===== config.mk =====
export PLATFORM = sky130hd
export DESIGN_NAME = enemy_scheduler_flat
export DESIGN_NICKNAME = d
export VERILOG_FILES = /design/src/rtl/enemy_scheduler_if.sv /design/src/rtl/enemy_scheduler.sv /design/src/flat_wrapper.sv
export SDC_FILE = /design/constraint.sdc
export NUM_CORES = 1
export LEC_CHECK = 0
export CAP_MARGIN = 40
export CORE_AREA = 4 4 46 48
export DETAILED_ROUTE_END_ITERATION = 7
export DIE_AREA = 0 0 50 52
export PLACE_DENSITY = 0.83
export SETUP_SLACK_MARGIN = 0.2
export SLEW_MARGIN = 40
export SYNTH_ARGS = -nofsm -noshare
export SYNTH_HDL_FRONTEND = slang
export SYNTH_SLANG_ARGS = --single-unit

===== constraint.sdc =====
create_clock -name clock -period 1.98 [get_ports clock]
set_input_delay 0.396 -clock clock [delete_from_list [all_inputs] [get_ports clock]]
set_output_delay 0.396 -clock clock [all_outputs]
set_load 0.005 [all_outputs]

===== src/rtl/enemy_scheduler_if.sv =====
// Handshake bundle between the enemy scheduler, the enemy datapaths and the
// VGA plot path. The scheduler uses the slave side and the environment
// (tick generator, datapath, adapter) uses the master side.
`timescale 1ns/1ps

interface enemy_scheduler_if #(
  parameter int SEL_W = 2
) ();
  logic             go;
  logic             frame_tick;
  logic [6:0]       enemy_y;
  logic [SEL_W-1:0] sel;
  logic             loadX;
  logic             loadY;
  logic             load_colour;
  logic             load_black;
  logic             en_counter;
  logic             plot;
  logic             busy;
  logic             enemy_passed;
  logic             frame_overrun;

  modport master (
    output go, frame_tick, enemy_y,
    input  sel, loadX, loadY, load_colour, load_black, en_counter, plot,
           busy, enemy_passed, frame_overrun
  );

  modport slave (
    input  go, frame_tick, enemy_y,
    output sel, loadX, loadY, load_colour, load_black, en_counter, plot,
           busy, enemy_passed, frame_overrun
  );
endinterface


===== src/rtl/enemy_scheduler.sv =====
// Enemy scheduler: time-shares one 4x4 sprite plot path among NUM_ENEMIES
// enemy datapaths. First pass after go spawns and draws every enemy; each
// accepted frame tick then erases, moves (or respawns) and redraws each
// enemy in order 0..NUM_ENEMIES-1.
`timescale 1ns/1ps

module enemy_scheduler #(
  parameter int NUM_ENEMIES = 2,
  parameter int Y_LIMIT     = 116,
  parameter int SEL_W       = 2
) (
  input  logic               clock,
  input  logic               resetn,
  enemy_scheduler_if.slave   bus
);

  typedef enum logic [2:0] {
    S_IDLE,
    S_SPAWN,
    S_DRAW,
    S_ERASE,
    S_MOVE,
    S_WAIT
  } state_e;

  localparam logic [SEL_W-1:0] LAST_SEL = SEL_W'(NUM_ENEMIES - 1);
  localparam logic [6:0]       Y_LIM    = 7'(Y_LIMIT);
  localparam logic [3:0]       PIX_LAST = 4'd15;

  state_e           state_q, state_d;
  logic [SEL_W-1:0] sel_q, sel_d;
  logic [3:0]       pix_q, pix_d;
  logic             init_pass_q, init_pass_d;
  logic             overrun_q, overrun_d;
  logic             at_limit;

  assign at_limit = (bus.enemy_y >= Y_LIM);

  // State, select, pixel counter and flags register.
  always_ff @(posedge clock or negedge resetn) begin
    if (!resetn) begin
      state_q     <= S_IDLE;
      sel_q       <= '0;
      pix_q       <= '0;
      init_pass_q <= 1'b0;
      overrun_q   <= 1'b0;
    end else begin
      // NOTE: non-blocking assignments so every register samples the values
      // from before this edge, independent of statement order.
      state_q     <= state_d;
      sel_q       <= sel_d;
      pix_q       <= pix_d;
      init_pass_q <= init_pass_d;
      overrun_q   <= overrun_d;
    end
  end

  // Next-state logic: sprite sequencing, enemy select and overrun tracking.
  always_comb begin
    // NOTE: every variable gets its hold value first so no path through the
    // case statement leaves one unassigned (which would infer a latch).
    state_d     = state_q;
    sel_d       = sel_q;
    pix_d       = pix_q;
    init_pass_d = init_pass_q;
    overrun_d   = overrun_q;

    case (state_q)
      S_IDLE: begin
        if (bus.go) begin
          state_d     = S_SPAWN;
          sel_d       = '0;
          init_pass_d = 1'b1;
        end
      end
      S_SPAWN: begin
        state_d = S_DRAW;
        pix_d   = '0;
      end
      S_DRAW: begin
        pix_d = pix_q + 4'd1;
        if (pix_q == PIX_LAST) begin
          pix_d = '0;
          if (sel_q == LAST_SEL) begin
            sel_d   = '0;
            state_d = S_WAIT;
          end else begin
            sel_d   = sel_q + SEL_W'(1);
            state_d = init_pass_q ? S_SPAWN : S_ERASE;
          end
        end
      end
      S_ERASE: begin
        pix_d = pix_q + 4'd1;
        if (pix_q == PIX_LAST) begin
          pix_d   = '0;
          state_d = S_MOVE;
        end
      end
      S_MOVE: begin
        state_d = S_DRAW;
        pix_d   = '0;
      end
      S_WAIT: begin
        // Dropping go wins over a coincident tick.
        if (!bus.go) begin
          state_d = S_IDLE;
        end else if (bus.frame_tick) begin
          state_d     = S_ERASE;
          sel_d       = '0;
          pix_d       = '0;
          init_pass_d = 1'b0;
        end
      end
      default: begin
        state_d = S_IDLE;
        sel_d   = '0;
        pix_d   = '0;
      end
    endcase

    // A tick while sprites are still being processed is lost; this includes
    // the last DRAW cycle, since the machine is not yet in WAIT then.
    if (bus.frame_tick && (state_q != S_IDLE) && (state_q != S_WAIT)) begin
      overrun_d = 1'b1;
    end
  end

  // Output decode from registered state; MOVE strobes also look at enemy_y.
  always_comb begin
    bus.loadX        = 1'b0;
    bus.loadY        = 1'b0;
    bus.load_colour  = 1'b0;
    bus.load_black   = 1'b0;
    bus.en_counter   = 1'b0;
    bus.plot         = 1'b0;
    bus.busy         = 1'b0;
    bus.enemy_passed = 1'b0;

    case (state_q)
      S_SPAWN: begin
        bus.busy        = 1'b1;
        bus.loadX       = 1'b1;
        bus.load_colour = 1'b1;
      end
      S_DRAW: begin
        bus.busy       = 1'b1;
        bus.en_counter = 1'b1;
        bus.plot       = 1'b1;
      end
      S_ERASE: begin
        bus.busy       = 1'b1;
        bus.en_counter = 1'b1;
        bus.plot       = 1'b1;
        bus.load_black = 1'b1;
      end
      S_MOVE: begin
        bus.busy = 1'b1;
        if (at_limit) begin
          bus.loadX        = 1'b1;
          bus.load_colour  = 1'b1;
          bus.enemy_passed = 1'b1;
        end else begin
          bus.loadY = 1'b1;
        end
      end
      default: ;
    endcase
  end

  assign bus.sel           = sel_q;
  assign bus.frame_overrun = overrun_q;

endmodule


===== src/flat_wrapper.sv =====
// flat-port wrapper written by rule: the top's interface ports become plain ports
module enemy_scheduler_flat 
#(
  parameter int NUM_ENEMIES = 2,
  parameter int Y_LIMIT     = 116,
  parameter int SEL_W       = 2
)
  (clock, resetn, bus_go, bus_frame_tick, bus_enemy_y, bus_sel, bus_loadX, bus_loadY, bus_load_colour, bus_load_black, bus_en_counter, bus_plot, bus_busy, bus_enemy_passed, bus_frame_overrun);
  enemy_scheduler_if #(.SEL_W(SEL_W)) bus_i ();
  input  logic clock;
  input  logic resetn;
  input wire logic [$bits(bus_i.go)-1:0] bus_go;
  input wire logic [$bits(bus_i.frame_tick)-1:0] bus_frame_tick;
  input wire logic [$bits(bus_i.enemy_y)-1:0] bus_enemy_y;
  output wire logic [$bits(bus_i.sel)-1:0] bus_sel;
  output wire logic [$bits(bus_i.loadX)-1:0] bus_loadX;
  output wire logic [$bits(bus_i.loadY)-1:0] bus_loadY;
  output wire logic [$bits(bus_i.load_colour)-1:0] bus_load_colour;
  output wire logic [$bits(bus_i.load_black)-1:0] bus_load_black;
  output wire logic [$bits(bus_i.en_counter)-1:0] bus_en_counter;
  output wire logic [$bits(bus_i.plot)-1:0] bus_plot;
  output wire logic [$bits(bus_i.busy)-1:0] bus_busy;
  output wire logic [$bits(bus_i.enemy_passed)-1:0] bus_enemy_passed;
  output wire logic [$bits(bus_i.frame_overrun)-1:0] bus_frame_overrun;
  assign bus_i.go = bus_go;
  assign bus_i.frame_tick = bus_frame_tick;
  assign bus_i.enemy_y = bus_enemy_y;
  assign bus_sel = bus_i.sel;
  assign bus_loadX = bus_i.loadX;
  assign bus_loadY = bus_i.loadY;
  assign bus_load_colour = bus_i.load_colour;
  assign bus_load_black = bus_i.load_black;
  assign bus_en_counter = bus_i.en_counter;
  assign bus_plot = bus_i.plot;
  assign bus_busy = bus_i.busy;
  assign bus_enemy_passed = bus_i.enemy_passed;
  assign bus_frame_overrun = bus_i.frame_overrun;
  enemy_scheduler #(.NUM_ENEMIES(NUM_ENEMIES), .Y_LIMIT(Y_LIMIT), .SEL_W(SEL_W)) u_core (.clock(clock), .resetn(resetn), .bus(bus_i));
endmodule

# Word-level counts from Yosys, hierarchy flattened

Cells that the tools add are included.

Bits of input ports: 11
Logic and storage cells: 67
Register bits: 11

Magnitude comparators: 1
Equality and inequality tests: 14
Mux-type cells: 30
Reductions and logical operators: 13
Bitwise logic cells: 2
$add $sub $neg: 2

Operators with widths:

| cell                                          | number |
|---|---|
| 2-to-1 mux 3 bit                              | 6 |
| one-hot mux 3 bit (5 select lines)            | 1 |
| 2-to-1 mux 2 bit                              | 6 |
| 2-to-1 mux 4 bit                              | 3 |
| one-hot mux 4 bit (3 select lines)            | 1 |
| 2-to-1 mux 1 bit                              | 10 |
| one-hot mux 2 bit (4 select lines)            | 1 |
| AND reduction 4 bit                           | 2 |
| >= comparator 7 bit, second input constant    | 1 |
| == test 3 x 2 -> 1 bit, second input constant | 2 |
| == test 3 bit, second input constant          | 2 |
| != test 2 bit, second input constant          | 3 |
| != test 3 bit, second input constant          | 2 |
| AND reduction 5 bit                           | 1 |
| adder 4 x 1 -> 4 bit, second input constant   | 1 |
| == test 4 bit, second input constant          | 1 |
| != test 2 x 1 -> 1 bit, second input constant | 2 |
| one-hot mux 1 bit (2 select lines)            | 2 |
| OR reduction 2 bit                            | 2 |
| OR reduction 4 bit                            | 1 |
| == test 3 x 1 -> 1 bit, second input constant | 1 |
| logical NOT 3 bit                             | 1 |
| AND reduction 3 bit                           | 1 |
| nonzero test 3 bit                            | 1 |
| other kinds (6)                               | 8 |

# Depth between registers and ports, before layout

Depth after elaboration: 4
Depth in mapped cells: 5
Gate-level depth less buffers: 5

# Worst setup path after synthesis

OpenSTA, ideal clock, no wires.

Path type: register -> output
Start: reg u_core.state_q[2]
End: out bus_load_colour
Data required time: 1.584 ns
Stages on the path, launching flop included: 6
Slack: 0.320 ns
Arrival: 1.264 ns
Path through: dfrtp_1 buf_2 inv_2 or3_1 a21oi_1 buf_4

Cells in the longest elaborated chain, start to end: 2
Elaborated cells on any way between the ends: 3
Classes of those cells: 2 x eq/ne; 1 x mux

RTL lines:

| what                                                    | RTL line              | text |
|---|---|---|
| start: declaration                                      | enemy_scheduler.sv:30 | `state_e state_q, state_d;` |
| start signal: assignment                                | enemy_scheduler.sv:50 | `state_q <= state_d;` |
| == test 3 bit or == test 3 x 1 -> 1 bit (tied branches) | -                     |  |
| one-hot mux 1 bit (2 select lines) (*)                  | -                     |  |
| end: declaration                                        | flat_wrapper.sv:18    | `output wire logic [$bits(bus_i.load_colour)-1:0] bus_load_colour;` |

Mark *: on every way between the ends. The rest lies on a longest branch, timed or not.

# Final worst setup path

Start: reg u_core.state_q[2]
End: out bus_busy

Cells in the longest elaborated chain, start to end: 3
Elaborated cells on any way between the ends: 6
Classes of those cells: 4 x eq/ne; 1 x mux; 1 x reduce/logical

RTL lines:

| what                                           | RTL line               | text |
|---|---|---|
| == test 3 x 1 -> 1 bit (tied with other cells) | enemy_scheduler.sv:140 | `case (state_q)` |
| OR reduction 4 bit (no source line) (*)        | -                      |  |
| 2-to-1 mux 1 bit (*)                           | enemy_scheduler.sv:140 |  |
| end: declaration                               | flat_wrapper.sv:22     | `output wire logic [$bits(bus_i.busy)-1:0] bus_busy;` |

Marks and branches as above.

==> reports/qor.log <==
qor: power_and_ir_drop.peakVddDrop 0.000342 V
qor: setup_path.cp.arrival 1410 ps
qor: sta.timing.final.hold_violations 0
qor: clock_tree.cts_max_level 1
qor: sta.period_needed 1810 ps
qor: setup_path.critical-path-top-delay-family buffers and inverters
qor: floorplanning.core-area 0.00171 mm2
qor: setup_path.slowest_stage sky130_fd_sc_hd__dfrtp_1
qor: sta.maxSlewViolCount 0
qor: flow_run.drv.max_cap_violation_count 0
qor: setup_path.crit_buf_inv 3
qor: routing.num_vias 788
qor: sta.timing.final.setup_violations 0
qor: global_route.grt.overflow.total 0
qor: setup_path.regToRegSetupSlack 400 ps
qor: global_route.antenna_found_initial 0
qor: synthesis.synth.distinct_cells 36
qor: sta.rsz0062_at_grt true
qor: clock_tree.cts_root_buffer sky130_fd_sc_hd__clkbuf_4
qor: sta.setup_tns 0 ps
qor: setup_path.reg2reg_depth 5
qor: finish.area.sequential 277 um2
qor: power_and_ir_drop.part_of_the_power_in_combinational_logic 0.085
qor: finish.stdcell_area 0.00107 mm2
qor: setup_path.criticalPathCategory flop to output pin
qor: synthesis.synth-xor-area-share 0.0121
qor: setup_path.cp_slowest_stage_delay 400 ps
qor: setup_path.critical_path.cell_chain buf_6 -> buf_4 -> xnor2_1 -> clkdlybuf4s15_1
qor: clock_tree.clock_sinks 11
qor: clock_tree.clk-insertion-delay-late 270 ps
qor: routing.antenna_violating_nets_post_route 0
qor: sta.fmaxAchievable 0.553 GHz
qor: power_and_ir_drop.power_frac_seq 0.540
qor: synthesis.post_synth.cell_area_avg 8.34 um2
qor: routing.drt-vias-per-instance 5.55
qor: power_and_ir_drop.power_density 390 mW/mm2
qor: synthesis.synth.ff_latch_count 11
qor: finish.layout-area-overhead-vs-synth 46.9%
qor: clock_tree.tritoncts yes
qor: floorplanning.placementRows 15
qor: floorplanning.initial_utilization 0.425
qor: floorplanning.die-area 0.00260 mm2
qor: min_path.worst_hold_path_type primary input to async pin
qor: power_and_ir_drop.p_leak 0.000525 uW
qor: setup_path.critical_path_peak_fanout 3
qor: global_route.grt_util_all_layers 0.161
qor: sta.timing.slew.headroom 0.664
qor: power_and_ir_drop.p_sw_frac 0.227
qor: routing.firstDrtPassIters 4
qor: setup_path.required 1580 ps
qor: setup_path.critPathCaptureType output pin
qor: clock_tree.hold_buffers 0
qor: synthesis.area_fraction_in_compound_gates_after_synthesis 0.228
qor: sta.worst-slew-pin-transition 503 ps
qor: setup_path.worstSetupStartpointType flop
qor: place.port_buffers 19
qor: clock_tree.worst_setup_hold_path_clk_slew 70 ps
qor: synthesis.netlist_instances 87
qor: floorplanning.chipWidth 50 um
qor: routing.wl_per_cell 14.0 um
qor: synthesis.synthMuxAreaShare 0.0155
qor: floorplanning.die_h 52 um
qor: sta.fin_hold_ws 455 ps
qor: routing.routed_wirelength 1980 um
qor: place.placed_area 953 um2
qor: synthesis.synth.net_count 99
qor: synthesis.synth_top_family_by_area simple AND/OR/NAND/NOR gates
qor: clock_tree.cts_buffers 3
qor: synthesis.synth_warnings 0
qor: sta.post-route-period-util 0.914
qor: synthesis.synth-simple-area-share 0.272
qor: place.dp.final_hpwl 1360 um
qor: power_and_ir_drop.power 416 uW
qor: setup_path.reg2reg_end u_core.state_q[1]
qor: floorplanning.ios 22
qor: place.place.gp.congestion 0.816
qor: routing.detailedRoute.firstIterationViolations 25
qor: setup_path.worstReg2RegStart u_core.state_q[2]
qor: power_and_ir_drop.cell_internal_pwr 321 uW
qor: finish.layout_filler_cell_count 142
qor: finish.antennaDiodeCount 0
qor: global_route.grt_start_max_net_pins 16
qor: finish.share_of_post_route_cells_with_drive_strength_above_1 0.265
qor: power_and_ir_drop.clock_power_share 0.375
qor: finish.total_area_of_multi_input_combinational_cells 433 um2
qor: synthesis.post_synth_fa_ha_maj_area_fraction 0.0172
qor: global_route.via_count_of_the_first_global_routing_pass 758
qor: status.outcome finished, final reports clean
qor: routing.route.detailed.drc 0
qor: synthesis.synth-seq-area-share 0.379
qor: finish.layout.nets 130
qor: sta.final_setup_skew 3.59 ps
qor: synthesis.synth_area 726 um2
qor: power_and_ir_drop.p_sw 94.3 uW
qor: global_route.grt_first_pass_wirelength 3150 um
qor: clock_tree.cts.path.max_buffers 2
-- registers in the layout (all words and copies together), names as in the netlist --
signal	flops
u_core.bus.frame_overrun	1
u_core.bus.sel	2
u_core.init_pass_q	1
u_core.pix_q	4
u_core.state_q	3
-- metal layers --
metal | vias to the layer above | track usage | wire [um]
li1 | 373 | - | -
met1 | 363 | 0.168 | 769
met2 | 39 | 0.285 | 956
met3 | 13 | 0.0287 | 136
met4 | 0 | 0.124 | 119
met5 | - | 0 | 0
-- placed cells by master, fill, tap and decap left out, types with 2 or more instances in the layout --
| cell | count |
|---|---|
| sky130_fd_sc_hd__dfrtp_1 | 10 |
| sky130_fd_sc_hd__buf_4 | 9 |
| sky130_fd_sc_hd__nor2_1 | 8 |
| sky130_fd_sc_hd__nand2_1 | 7 |
| sky130_fd_sc_hd__a21oi_1 | 6 |
| sky130_fd_sc_hd__clkdlybuf4s50_1 | 6 |
| sky130_fd_sc_hd__o21ai_1 | 5 |
| sky130_fd_sc_hd__clkdlybuf4s15_1 | 5 |
| sky130_fd_sc_hd__nand4_1 | 4 |
| sky130_fd_sc_hd__a21o_1 | 4 |
| sky130_fd_sc_hd__dlygate4sd2_1 | 4 |
| sky130_fd_sc_hd__nor3_1 | 3 |
| sky130_fd_sc_hd__inv_1 | 3 |
| sky130_fd_sc_hd__clkbuf_4 | 3 |
| sky130_fd_sc_hd__buf_6 | 3 |
| sky130_fd_sc_hd__and2_1 | 2 |
| sky130_fd_sc_hd__nand2b_1 | 2 |
| sky130_fd_sc_hd__o21ai_0 | 2 |
| sky130_fd_sc_hd__buf_2 | 2 |
-- per-stage QoR --
stage / utilization / instances / setup WS, ps
floorplan: - / 87 / 320
global placement: 0.558 / 131 / -393
detailed placement: 0.558 / 131 / -448
CTS: 0.598 / 140 / 149
global route: 0.624 / 142 / 136
finish: 0.624 / 142 / 171
-- Yosys cell counts --
library cell	instances	share of area
sky130_fd_sc_hd__o211ai_1	1	0.010
sky130_fd_sc_hd__inv_6	1	0.012
sky130_fd_sc_hd__o21ai_0	2	0.014
sky130_fd_sc_hd__or3_1	2	0.017
sky130_fd_sc_hd__nand3_2	1	0.014
sky130_fd_sc_hd__nor4_1	1	0.0086
sky130_fd_sc_hd__inv_1	3	0.016
sky130_fd_sc_hd__a222oi_1	1	0.014
sky130_fd_sc_hd__and2_1	2	0.017
sky130_fd_sc_hd__mux2_2	1	0.016
sky130_fd_sc_hd__nor3_1	3	0.021
sky130_fd_sc_hd__or2_1	1	0.0086
sky130_fd_sc_hd__nand2b_4	1	0.019
sky130_fd_sc_hd__o2111ai_1	1	0.012
sky130_fd_sc_hd__a211o_1	1	0.012
sky130_fd_sc_hd__a21boi_1	1	0.010
sky130_fd_sc_hd__xnor2_1	1	0.012
sky130_fd_sc_hd__nand2b_1	2	0.017
sky130_fd_sc_hd__and2_4	1	0.012
sky130_fd_sc_hd__ha_1	1	0.017
sky130_fd_sc_hd__dfrtp_1	11	0.38
sky130_fd_sc_hd__nand3_1	1	0.0069
sky130_fd_sc_hd__nand2_1	8	0.041
sky130_fd_sc_hd__o21bai_1	1	0.010
sky130_fd_sc_hd__o21ai_1	5	0.034
sky130_fd_sc_hd__buf_4	3	0.031
sky130_fd_sc_hd__nand4_1	4	0.034
sky130_fd_sc_hd__inv_2	1	0.0052
sky130_fd_sc_hd__nor2_1	9	0.047
sky130_fd_sc_hd__a21o_1	4	0.041
sky130_fd_sc_hd__a21oi_1	7	0.048
sky130_fd_sc_hd__clkbuf_1	1	0.0052
sky130_fd_sc_hd__o22ai_1	1	0.0086
sky130_fd_sc_hd__and3_1	1	0.0086
sky130_fd_sc_hd__a22o_1	1	0.012
sky130_fd_sc_hd__buf_2	1	0.0069
-- timing repair --
| action | 4_1_cts | 5_1_grt |
|---|---|---|
| pin swaps | 3 | 3 |
| endpoints found under the setup margin | 8 | 5 |
| buffers inserted | 5 | 2 |
| gates cloned | 0 | 0 |
| gates resized for setup | 28 | 13 |
-- worst max path at each step --
stage / startpoint / to / depth (start not counted)
after global placement: bus_enemy_y[3] / bus_load_colour / 5
after CTS: u_core.state_q[2] / bus_loadX / 5
after floorplan: u_core.state_q[2] / bus_load_colour / 5
final: u_core.state_q[2] / bus_busy / 4
after global routing: u_core.state_q[2] / bus_loadX / 5
after detailed placement: bus_enemy_y[3] / bus_loadX / 5
-- final cells by class --
| class | instances | area share |
|---|---|---|
| sequential | 11 | 0.259 |
| inverter | 5 | 0.0246 |
| tap | 25 | 0.0293 |
| timing repair buffer | 31 | 0.256 |
| clock buffer | 4 | 0.0246 |
| multi-input combinational | 66 | 0.406 |
-- power by group through the flow --
stage               Combinational (uW)  Sequential (uW)  Clock, uW
floorplan                         8.03              229          0
global placement                  36.9              229          0
detailed placement                37.7              229          0
CTS                               34.6              224        160
global route                      38.8              224        174
finish                            35.2              225        156
-- cells by family after synthesis --
group                    count (synthesis)
buffers and inverters                   10
multiplexers                             1
flip-flops                              11
adder cells (fa/ha/maj)                  1
XOR/XNOR                                 1
AND/OR/NAND/NOR                         37
AO/OA/AOI/OAI                           26
Power figures use the tool's default switching activity.
